===== src/rtl/pipeline_pkg.sv =====
// Shared types for the decode-stage hazard controller: shadow slot layout,
// memory FSM states and the bubble constant.
package pipeline_pkg;

    localparam int REG_AW = 5;

    typedef struct packed {
        logic [REG_AW-1:0] dest;
        logic              wb;
        logic              mr;
        logic              mw;
    } slot_t;

    typedef enum logic {
        MEM_IDLE,
        MEM_WAIT
    } mem_state_e;

    localparam slot_t BUBBLE = '0;

    // A slot produces register r only if it writes back and r is not the zero register.
    function automatic logic slot_match(slot_t s, logic [REG_AW-1:0] r);
        return s.wb && (s.dest == r) && (r != '0);
    endfunction

endpackage


===== src/rtl/pipeline_hazard_controller_if.sv =====
// Decode-stage view, memory handshake and stall/flush controls of the
// hazard controller; master = pipeline side, slave = controller.
interface pipeline_hazard_controller_if #(
    parameter int CNT_W = 16
);
    import pipeline_pkg::*;

    logic [REG_AW-1:0] id_src1;
    logic [REG_AW-1:0] id_src2;
    logic              id_two_src;
    logic              id_is_branch;
    logic [REG_AW-1:0] id_dest;
    logic              id_wb_en;
    logic              id_mem_r_en;
    logic              id_mem_w_en;
    logic              br_taken;
    logic              mem_ready;
    logic              hazard_detected;
    logic              pc_freeze;
    logic              if_id_freeze;
    logic              if_id_flush;
    logic              pipe_freeze;
    logic              mem_error;
    logic [CNT_W-1:0]  stall_cycles;

    modport master (
        output id_src1, id_src2, id_two_src, id_is_branch, id_dest,
               id_wb_en, id_mem_r_en, id_mem_w_en, br_taken, mem_ready,
        input  hazard_detected, pc_freeze, if_id_freeze, if_id_flush,
               pipe_freeze, mem_error, stall_cycles
    );

    modport slave (
        input  id_src1, id_src2, id_two_src, id_is_branch, id_dest,
               id_wb_en, id_mem_r_en, id_mem_w_en, br_taken, mem_ready,
        output hazard_detected, pc_freeze, if_id_freeze, if_id_flush,
               pipe_freeze, mem_error, stall_cycles
    );

endinterface


===== src/rtl/pipeline_hazard_compare.sv =====
// RAW match of one decode source against the EXE and MEM shadow slots.
// FORWARDING_EN selects the forwarding-aware match set.
module hazard_compare
    import pipeline_pkg::*;
(
    input  logic [REG_AW-1:0] src,
    input  logic              check_en,
    input  logic              is_branch,
    input  slot_t             exe_slot,
    input  slot_t             mem_slot,
    output logic              hazard
);

    logic exe_hit;
    logic mem_hit;
    logic unused_bits;

    assign exe_hit = slot_match(exe_slot, src);
    assign mem_hit = slot_match(mem_slot, src);

`ifdef FORWARDING_EN
    // Only a load in EXE outruns forwarding; branches resolve in decode and see no bypass.
    assign hazard      = check_en & ((exe_slot.mr & exe_hit) | (is_branch & (exe_hit | mem_hit)));
    assign unused_bits = ^{exe_slot.mw, mem_slot.mr, mem_slot.mw};
`else
    assign hazard      = check_en & (exe_hit | mem_hit);
    assign unused_bits = ^{exe_slot.mr, exe_slot.mw, mem_slot.mr, mem_slot.mw, is_branch};
`endif

endmodule


===== src/rtl/pipeline_hazard_controller.sv =====
// Decode-stage hazard controller: RAW bubbles, taken-branch flush and
// memory-wait freeze with timeout. Optional macro: FORWARDING_EN.
module pipeline_hazard_controller #(
    parameter int MEM_TIMEOUT = 255,
    parameter int CNT_W       = 16
) (
    input  logic                         clk,
    input  logic                         rst,
    pipeline_hazard_controller_if.slave  hif
);
    import pipeline_pkg::*;

    localparam int TW = $clog2(MEM_TIMEOUT + 1);

    slot_t            exe_q, exe_d;
    slot_t            mem_q, mem_d;
    mem_state_e       state_q, state_d;
    logic [TW-1:0]    tcnt_q, tcnt_d;
    logic             mem_error_q, mem_error_d;
    logic [CNT_W-1:0] stall_q, stall_d;

    logic haz_src1;
    logic haz_src2;
    logic hazard;
    logic mem_access;
    logic timed_out;
    logic mem_busy;
    logic stall;

    hazard_compare u_cmp_src1 (
        .src       (hif.id_src1),
        .check_en  (1'b1),
        .is_branch (hif.id_is_branch),
        .exe_slot  (exe_q),
        .mem_slot  (mem_q),
        .hazard    (haz_src1)
    );

    hazard_compare u_cmp_src2 (
        .src       (hif.id_src2),
        .check_en  (hif.id_two_src),
        .is_branch (hif.id_is_branch),
        .exe_slot  (exe_q),
        .mem_slot  (mem_q),
        .hazard    (haz_src2)
    );

    assign hazard     = haz_src1 | haz_src2;
    assign mem_access = mem_q.mr | mem_q.mw;
    assign timed_out  = (state_q == MEM_WAIT) && (tcnt_q == TW'(MEM_TIMEOUT));
    assign mem_busy   = mem_access & ~hif.mem_ready & ~timed_out;
    assign stall      = hazard | mem_busy;

    always_comb begin
        exe_d       = exe_q;
        mem_d       = mem_q;
        state_d     = state_q;
        tcnt_d      = tcnt_q;
        mem_error_d = mem_error_q;
        stall_d     = stall_q;

        if (!mem_busy) begin
            mem_d = exe_q;
            exe_d = hazard ? BUBBLE
                           : slot_t'{hif.id_dest, hif.id_wb_en, hif.id_mem_r_en, hif.id_mem_w_en};
        end

        // A timed-out access is dropped: the pipe advances past it in the same cycle.
        case (state_q)
            MEM_IDLE: begin
                if (mem_access && !hif.mem_ready) state_d = MEM_WAIT;
            end
            MEM_WAIT: begin
                if (hif.mem_ready) begin
                    state_d = MEM_IDLE;
                    tcnt_d  = '0;
                end else if (timed_out) begin
                    state_d     = MEM_IDLE;
                    tcnt_d      = '0;
                    mem_error_d = 1'b1;
                end else begin
                    tcnt_d = tcnt_q + 1'b1;
                end
            end
            default: state_d = MEM_IDLE;
        endcase

        if (stall && (stall_q != '1)) stall_d = stall_q + 1'b1;
    end

    always_ff @(posedge clk or negedge rst) begin
        if (!rst) begin
            exe_q       <= BUBBLE;
            mem_q       <= BUBBLE;
            state_q     <= MEM_IDLE;
            tcnt_q      <= '0;
            mem_error_q <= 1'b0;
            stall_q     <= '0;
        end else begin
            exe_q       <= exe_d;
            mem_q       <= mem_d;
            state_q     <= state_d;
            tcnt_q      <= tcnt_d;
            mem_error_q <= mem_error_d;
            stall_q     <= stall_d;
        end
    end

    assign hif.hazard_detected = hazard;
    assign hif.pc_freeze       = stall;
    assign hif.if_id_freeze    = stall;
    assign hif.if_id_flush     = rst & hif.br_taken & ~stall;
    assign hif.pipe_freeze     = mem_busy;
    assign hif.mem_error       = mem_error_q;
    assign hif.stall_cycles    = stall_q;

endmodule

===== src/flat_wrapper.sv =====
// flat-port wrapper written by rule: the top's interface ports become plain ports
module pipeline_hazard_controller_flat import pipeline_pkg::*;
#(
    parameter int MEM_TIMEOUT = 255,
    parameter int CNT_W       = 16
)
  (clk, rst, hif_id_src1, hif_id_src2, hif_id_two_src, hif_id_is_branch, hif_id_dest, hif_id_wb_en, hif_id_mem_r_en, hif_id_mem_w_en, hif_br_taken, hif_mem_ready, hif_hazard_detected, hif_pc_freeze, hif_if_id_freeze, hif_if_id_flush, hif_pipe_freeze, hif_mem_error, hif_stall_cycles);
  pipeline_hazard_controller_if #(.CNT_W(CNT_W)) hif_i ();
  input  logic clk;
  input  logic rst;
  input wire logic [$bits(hif_i.id_src1)-1:0] hif_id_src1;
  input wire logic [$bits(hif_i.id_src2)-1:0] hif_id_src2;
  input wire logic [$bits(hif_i.id_two_src)-1:0] hif_id_two_src;
  input wire logic [$bits(hif_i.id_is_branch)-1:0] hif_id_is_branch;
  input wire logic [$bits(hif_i.id_dest)-1:0] hif_id_dest;
  input wire logic [$bits(hif_i.id_wb_en)-1:0] hif_id_wb_en;
  input wire logic [$bits(hif_i.id_mem_r_en)-1:0] hif_id_mem_r_en;
  input wire logic [$bits(hif_i.id_mem_w_en)-1:0] hif_id_mem_w_en;
  input wire logic [$bits(hif_i.br_taken)-1:0] hif_br_taken;
  input wire logic [$bits(hif_i.mem_ready)-1:0] hif_mem_ready;
  output wire logic [$bits(hif_i.hazard_detected)-1:0] hif_hazard_detected;
  output wire logic [$bits(hif_i.pc_freeze)-1:0] hif_pc_freeze;
  output wire logic [$bits(hif_i.if_id_freeze)-1:0] hif_if_id_freeze;
  output wire logic [$bits(hif_i.if_id_flush)-1:0] hif_if_id_flush;
  output wire logic [$bits(hif_i.pipe_freeze)-1:0] hif_pipe_freeze;
  output wire logic [$bits(hif_i.mem_error)-1:0] hif_mem_error;
  output wire logic [$bits(hif_i.stall_cycles)-1:0] hif_stall_cycles;
  assign hif_i.id_src1 = hif_id_src1;
  assign hif_i.id_src2 = hif_id_src2;
  assign hif_i.id_two_src = hif_id_two_src;
  assign hif_i.id_is_branch = hif_id_is_branch;
  assign hif_i.id_dest = hif_id_dest;
  assign hif_i.id_wb_en = hif_id_wb_en;
  assign hif_i.id_mem_r_en = hif_id_mem_r_en;
  assign hif_i.id_mem_w_en = hif_id_mem_w_en;
  assign hif_i.br_taken = hif_br_taken;
  assign hif_i.mem_ready = hif_mem_ready;
  assign hif_hazard_detected = hif_i.hazard_detected;
  assign hif_pc_freeze = hif_i.pc_freeze;
  assign hif_if_id_freeze = hif_i.if_id_freeze;
  assign hif_if_id_flush = hif_i.if_id_flush;
  assign hif_pipe_freeze = hif_i.pipe_freeze;
  assign hif_mem_error = hif_i.mem_error;
  assign hif_stall_cycles = hif_i.stall_cycles;
  pipeline_hazard_controller #(.MEM_TIMEOUT(MEM_TIMEOUT), .CNT_W(CNT_W)) u_core (.clk(clk), .rst(rst), .hif(hif_i));
endmodule

===== config.mk =====
export PLATFORM = sky130hd
export DESIGN_NAME = pipeline_hazard_controller_flat
export DESIGN_NICKNAME = d
export VERILOG_FILES = /design/src/rtl/pipeline_pkg.sv /design/src/rtl/pipeline_hazard_controller_if.sv /design/src/rtl/pipeline_hazard_compare.sv /design/src/rtl/pipeline_hazard_controller.sv /design/src/flat_wrapper.sv
export SDC_FILE = /design/constraint.sdc
export NUM_CORES = 1
export LEC_CHECK = 0
export CAP_MARGIN = 15
export CORE_MARGIN = 2
export CORE_UTILIZATION = 37
export DETAILED_ROUTE_END_ITERATION = 12
export GPL_ROUTABILITY_DRIVEN = 1
export GPL_TIMING_DRIVEN = 0
export SKIP_LAST_GASP = 1
export SLEW_MARGIN = 20
export SYNTH_ARGS = -nofsm -noshare
export SYNTH_HDL_FRONTEND = slang
export SYNTH_SLANG_ARGS = --single-unit

===== constraint.sdc =====
create_clock -name clk -period 4.1 [get_ports clk]
set_input_delay 1.025 -clock clk [delete_from_list [all_inputs] [get_ports clk]]
set_output_delay 1.025 -clock clk [all_outputs]
set_load 0.01 [all_outputs]

---- Yosys cells after proc, flatten, opt, wreduce, memory -nomap -nowiden ----
Cells that the tools add are included.
storage, ports and cells
  register bits after elaboration ......... 42
  output and inout port bits .............. 22
  logic and storage cells ................. 56
cells by class
  $add $sub $neg .......................... 2
  equal/unequal tests ..................... 6
  multiplexer cells ....................... 7
  bitwise logic cells ..................... 14
  reduce and logical (&&, ||, !) cells .... 15
operator list
  kind                   count
  $mux 8                 3
  $eq 5x5->1             4
  $add 16x1->16 const B  1
  $ne 16x16->1 const B   1
  $logic_and 1x1->1      11
  $reduce_bool 5->1      2
  $add 8x1->8 const B    1
  $eq 8x8->1 const B     1
  $and 1x1->1            5
  $or 1x1->1             5
  $not 1->1              4
  $mux 1                 3
  $reduce_and 3->1       1
  $pmux 1 s2             1
  $logic_not 1->1        1

---- Depth between registers and ports, before layout ----
  word-level depth ........................ 9
  depth in mapped cells ................... 10
  mapped depth without buffers ............ 7

---- Hierarchy ----
Synthesis repeated with hierarchy kept, for this count alone.
unflattened totals
  cell total of the unflattened synthesis .. 229
  area, all modules ....................... 2336.0 um^2
modules (own cells, without submodules)
  module                      instances  cells an instance  area an instance (um^2)
  pipeline_hazard_controller  1          195                2080.7
  hazard_compare              2          17                 127.6

---- Worst setup path after synthesis ----
Ideal clock, no wire load.
  path type ............................... input-to-output
  start point ............................. input port hif_id_src2[1]
  end point ............................... output port hif_if_id_flush
  arrival time ............................ 2.354 ns
  required time ........................... 3.075 ns
  slack ................................... 0.721 ns
  stages on the path ...................... 6
  path buffers ............................ 1
  cell sequence ........................... or4_1 > o21ai_2 > o22ai_4 > buf_6 > nand2b_4 > nor2_1
on the way
  cells in the longest elaborated chain, start to end .. 9
  elaborated cells on any way between the ends .. 13
ends and longest elaborated chain
  item                             line                               source
  start: declaration               flat_wrapper.sv:12                 input wire logic [$bits(hif_i.id_src2)-1:0] hif_id_src2;
  $eq 5x5->1                       pipeline_pkg.sv:23                 return s.wb && (s.dest == r) && (r != '0);
  $logic_and 1x1->1 (2 in series)  pipeline_pkg.sv:23
  $or 1x1->1 (*)                   pipeline_hazard_compare.sv:26      assign hazard = check_en & (exe_hit | mem_hit);
  $and 1x1->1 (*)                  pipeline_hazard_compare.sv:26
  $or 1x1->1 (*)                   pipeline_hazard_controller.sv:48   assign hazard = haz_src1 | haz_src2;
  $or 1x1->1 (*)                   pipeline_hazard_controller.sv:52   assign stall = hazard | mem_busy;
  via hif_if_id_freeze             flat_wrapper.sv:23                 output wire logic [$bits(hif_i.if_id_freeze)-1:0] hif_if_id_freeze;
  $not 1->1 (*)                    pipeline_hazard_controller.sv:112  assign hif.if_id_flush = rst & hif.br_taken & ~stall;
  $and 1x1->1 (*)                  pipeline_hazard_controller.sv:112
  end: declaration                 flat_wrapper.sv:24                 output wire logic [$bits(hif_i.if_id_flush)-1:0] hif_if_id_flush;
Mark *: on every way through the listed nets, which the timed path passes. The rest lies on a longest branch.

---- Worst setup path in the final report ----
  start point ............................. input port hif_id_src1[4]
  end point ............................... output port hif_if_id_flush
on the way
  cells in the longest elaborated chain, start to end .. 8
  elaborated cells on any way between the ends .. 12
ends and longest elaborated chain
  item                             line                               source
  start: declaration               flat_wrapper.sv:11                 input wire logic [$bits(hif_i.id_src1)-1:0] hif_id_src1;
  $eq 5x5->1                       pipeline_pkg.sv:23
  $logic_and 1x1->1 (2 in series)  pipeline_pkg.sv:23
  $or 1x1->1 (*)                   pipeline_hazard_compare.sv:26
  $or 1x1->1 (*)                   pipeline_hazard_controller.sv:48
  $or 1x1->1 (*)                   pipeline_hazard_controller.sv:52
  $not 1->1 (*)                    pipeline_hazard_controller.sv:112
  $and 1x1->1 (*)                  pipeline_hazard_controller.sv:112
Every way passes the cells marked *; elsewhere a longest branch is shown, timed or not.

==> run_results.csv <==
group,metric,value,unit
outcome,run_status,"complete, no violations",
power,p_sw_share,38.7,%
power,p_sw,0.602,mW
routing,met2_length,2330,µm
power,p_int,0.954,mW
placed_design,port_buffers,44,
routing,firstDrtPassIters,4,
floorplanning,ios,46,
timing,fin_skew,0.0101,ns
final_layout,final_cell_area,0.00300,mm²
clock_tree,clockRootBuffer,"clkbuf_8",
synthesis,synthTopCellsByArea,"dfrtp_1 (46%), nand2_1 (8.5%), xnor2_1 (7.2%)",
synthesis,yosys_warnings,0,
routing,wl,5230,µm
global_route,grt_pass1_wl,9110,µm
floorplanning,core_area,0.00596,mm²
final_layout,area_growth,30.0,%
synthesis,synth_fp_nets,264,
clock_tree,insertion_delay,0.30,ns
synthesis,synth_edf_count,0,
timing,worst_slack,0.166,ns
global_route,track_usage,15.9,%
setup_path,cp-end-kind,"output pin",
synthesis,synth-seq-cells,42,
final_layout,nFillCells,581,
timing,hold_violations,0,
floorplanning,die_y,82.9,µm
synthesis,synth_top_area_share,45.6,%
power,ir_drop,270,µV
floorplanning,die_x,82.9,µm
timing,fin_crit_sh,96.0,%
timing,period_minus_slack,3.93,ns
final_layout,fin_cells,368,
clock_tree,clkTransAtPathRegs,0.08,ns
final_layout,layout-drive-gt1-share,15.4,%
floorplanning,start_util,38.7,%
routing,viasPerCell,5.15,
placed_design,dp_slack,-0.434,ns
power,powerDensity,519,mW/mm²
timing,finalMaxSlewViolations,0,
floorplanning,die_area,0.00688,mm²
synthesis,synth_area_leader_cell,"dfrtp_1",
synthesis,synth_most_common_cell,"nand2_1",
setup_path,cp-start-kind,"input port",
global_route,grt_pass1_vias,1872,
synthesis,syn_inst,238,
setup_path,worstSetupPathType,"in2out",
job,cap_violations,0,
synthesis,syn_avg_cell_area,9.69,µm²
final_layout,regArea,0.00105,mm²
placed_design,dp_hpwl,3680,µm
clock_tree,numCtsBuffers,5,
global_route,antenna_found_initial,0,
routing,ant_nets,0,
clock_tree,cts-hold-fix-buffers,0,
placed_design,dp.cells,358,
setup_path,crit_path_cell_trace,"clkdlybuf4s50_1 -> or4_1 -> nor2_2 -> o22ai_4 -> buf_8 -> nand2b_4 -> nor2_1 -> dlygate4sd2_1",
clock_tree,cts_buffer_depth,2,
synthesis,ys_dominant_reg_cell,"dfrtp_1",
timing,slew_headroom,72.5,%
setup_path,arrival,2.91,ns
clock_tree,cts_sinks,42,
global_route,grt_overflow,0,
routing,wl_per_cell,14.2,µm
power,clockPowerShare,17.4,%
synthesis,async_reset_ff_share,100,%
routing,drc,0,
timing,rsz0062_at_grt,"false",
timing,tightest_slew,0.413,ns
global_route,grt_max_degree,31,
worst_hold_path,hp-class,"reg2reg",
timing,setup_viol,0,
clock_tree,tritoncts,"built",
setup_path,cpPeakStageDelay,0.50,ns
clock_tree,htreeDepth,2,
final_layout,fin_util,50.3,%
final_layout,antenna_cells,0,
timing,fmax,254,MHz
synthesis,synth_cell_type_count,41,
power,power_frac_seq,43.7,%
setup_path,slowest_stage,"or4_1",
floorplanning,rows,28,
routing,drt_iter0_drc,109,
final_layout,multi_input_area,0.00118,mm²
placed_design,place_congestion,0.793,
final_layout,finalNetCount,318,
routing,drt-met1-wl,2590,µm
placed_design,dpl_cell_area,0.00286,mm²
timing,finalSetupTns,0,ns
setup_path,crit_required,3.07,ns
power,pwr-share-comb,38.9,%
routing,wl_met3,256,µm
synthesis,synth_seq_area_share,45.6,%
synthesis,synth_top_cells_by_count,"nand2_1 (52), dfrtp_1 (42), xnor2_1 (19)",
power,p_leak,1.33,nW
routing,num_vias,1894,
routing,top_layer_used,"met4",
setup_path,cp_max_fo,3,
synthesis,netlist_area,0.00231,mm²
[routing by layer]
| layer | vias up | global-route usage [%] |
|---|---|---|
| met5 | - | 0 |
| met2 | 45 | 24.6 |
| met1 | 916 | 22.2 |
| li1 | 925 | - |
| met3 | 8 | 4.27 |
| met4 | 0 | 3.73 |
[worst paths after layout]
| check | start | to | slack (ns) | cells after the start |
|---|---|---|---|---|
| max | hif_id_src1[4] | hif_if_id_flush | 0.17 | 8 |
| max in group asynchronous | rst | u_core.mem_q[2]$_DFFE_PN0N_ | 3.00 | 2 |
| min in group asynchronous | rst | u_core.hif.stall_cycles[5]$_DFFE_PN0P_ | 0.62 | 1 |
| max reg2reg | u_core.mem_q[3]$_DFFE_PN0N_ | u_core.hif.stall_cycles[1]$_DFFE_PN0P_ | 1.93 | 8 |
| min | u_core.hif.mem_error$_DFFE_PN0P_ | u_core.hif.mem_error$_DFFE_PN0P_ | 0.46 | 1 |
| min reg2reg | u_core.hif.mem_error$_DFFE_PN0P_ | u_core.hif.mem_error$_DFFE_PN0P_ | 0.46 | 1 |
[final cells by class]
class	count	share of cell area [%]
inverters	6	0.835
well taps	75	3.13
repair buffers	48	16.1
multi-input cells	181	39.5
flip-flops and latches	42	35.1
clock inverters	3	0.710
plain buffers	8	2.34
clock buffers	5	2.30
[sequential cells by signal, indices dropped and copies added (netlist names)]
name / cells
u_core.exe_q: 8
u_core.hif.mem_error: 1
u_core.hif.stall_cycles: 16
u_core.mem_q: 8
u_core.state_q: 1
u_core.tcnt_q: 8
[power by group through the flow]
stage                     Sequential [mW]  Clock (mW)  Combinational, mW
after floorplan                     0.665           0              0.382
after global placement              0.685           0              0.584
after detailed placement            0.685           0              0.593
after CTS                           0.678       0.279              0.601
after global routing                0.703       0.299              0.678
final                               0.680       0.270              0.606
[critical path, delay by kind of cell]
family	cells	cell delay (ns)
and+or+nand+nor	4	0.89
AOI/OAI and AO/OA	1	0.12
buffers and inverters	3	0.88
[cells in the final DEF, fill, tap and decap left out, types with 4 or more instances in the layout]
cell / netlist / routed
clkbuf_8: 0 / 5
dlymetal6s2s_1: 0 / 6
buf_4: 2 / 5
o21ai_2: 10 / 10
xor2_1: 16 / 16
dfrtp_1: 42 / 42
o21ai_0: 18 / 18
clkdlybuf4s50_1: 0 / 29
nor2_1: 8 / 7
inv_1: 5 / 5
dlygate4sd2_1: 0 / 8
nand2_1: 52 / 52
and4_1: 4 / 4
xnor2_1: 19 / 19
nand3_1: 9 / 9
[kinds of logic after synthesis]
kind of cell	share of synthesized area, %
and+or+nand+nor	21.7
AOI/OAI and AO/OA	12.9
DFF	45.6
xor gates and xnor gates	13.3
buffers and inverters	4.01
muxes	1.46
adders and majority gates	1.09
[timing repair]
item / CTS / global route
endpoints found under the setup margin: 5 / 4
hold endpoints to repair: 0 / 0
pin swaps: 6 / 8
setup buffers: 3 / 0
gates resized for setup: 9 / 11
[metrics by stage]
stage / hold slack [ns] / total power, mW
global route: 0.493 / 1.68
global placement: 0.440 / 1.27
floorplan: 0.433 / 1.05
finish: 0.458 / 1.56
detailed placement: 0.445 / 1.28
CTS: 0.464 / 1.56
(Power assumes the default switching activity.)
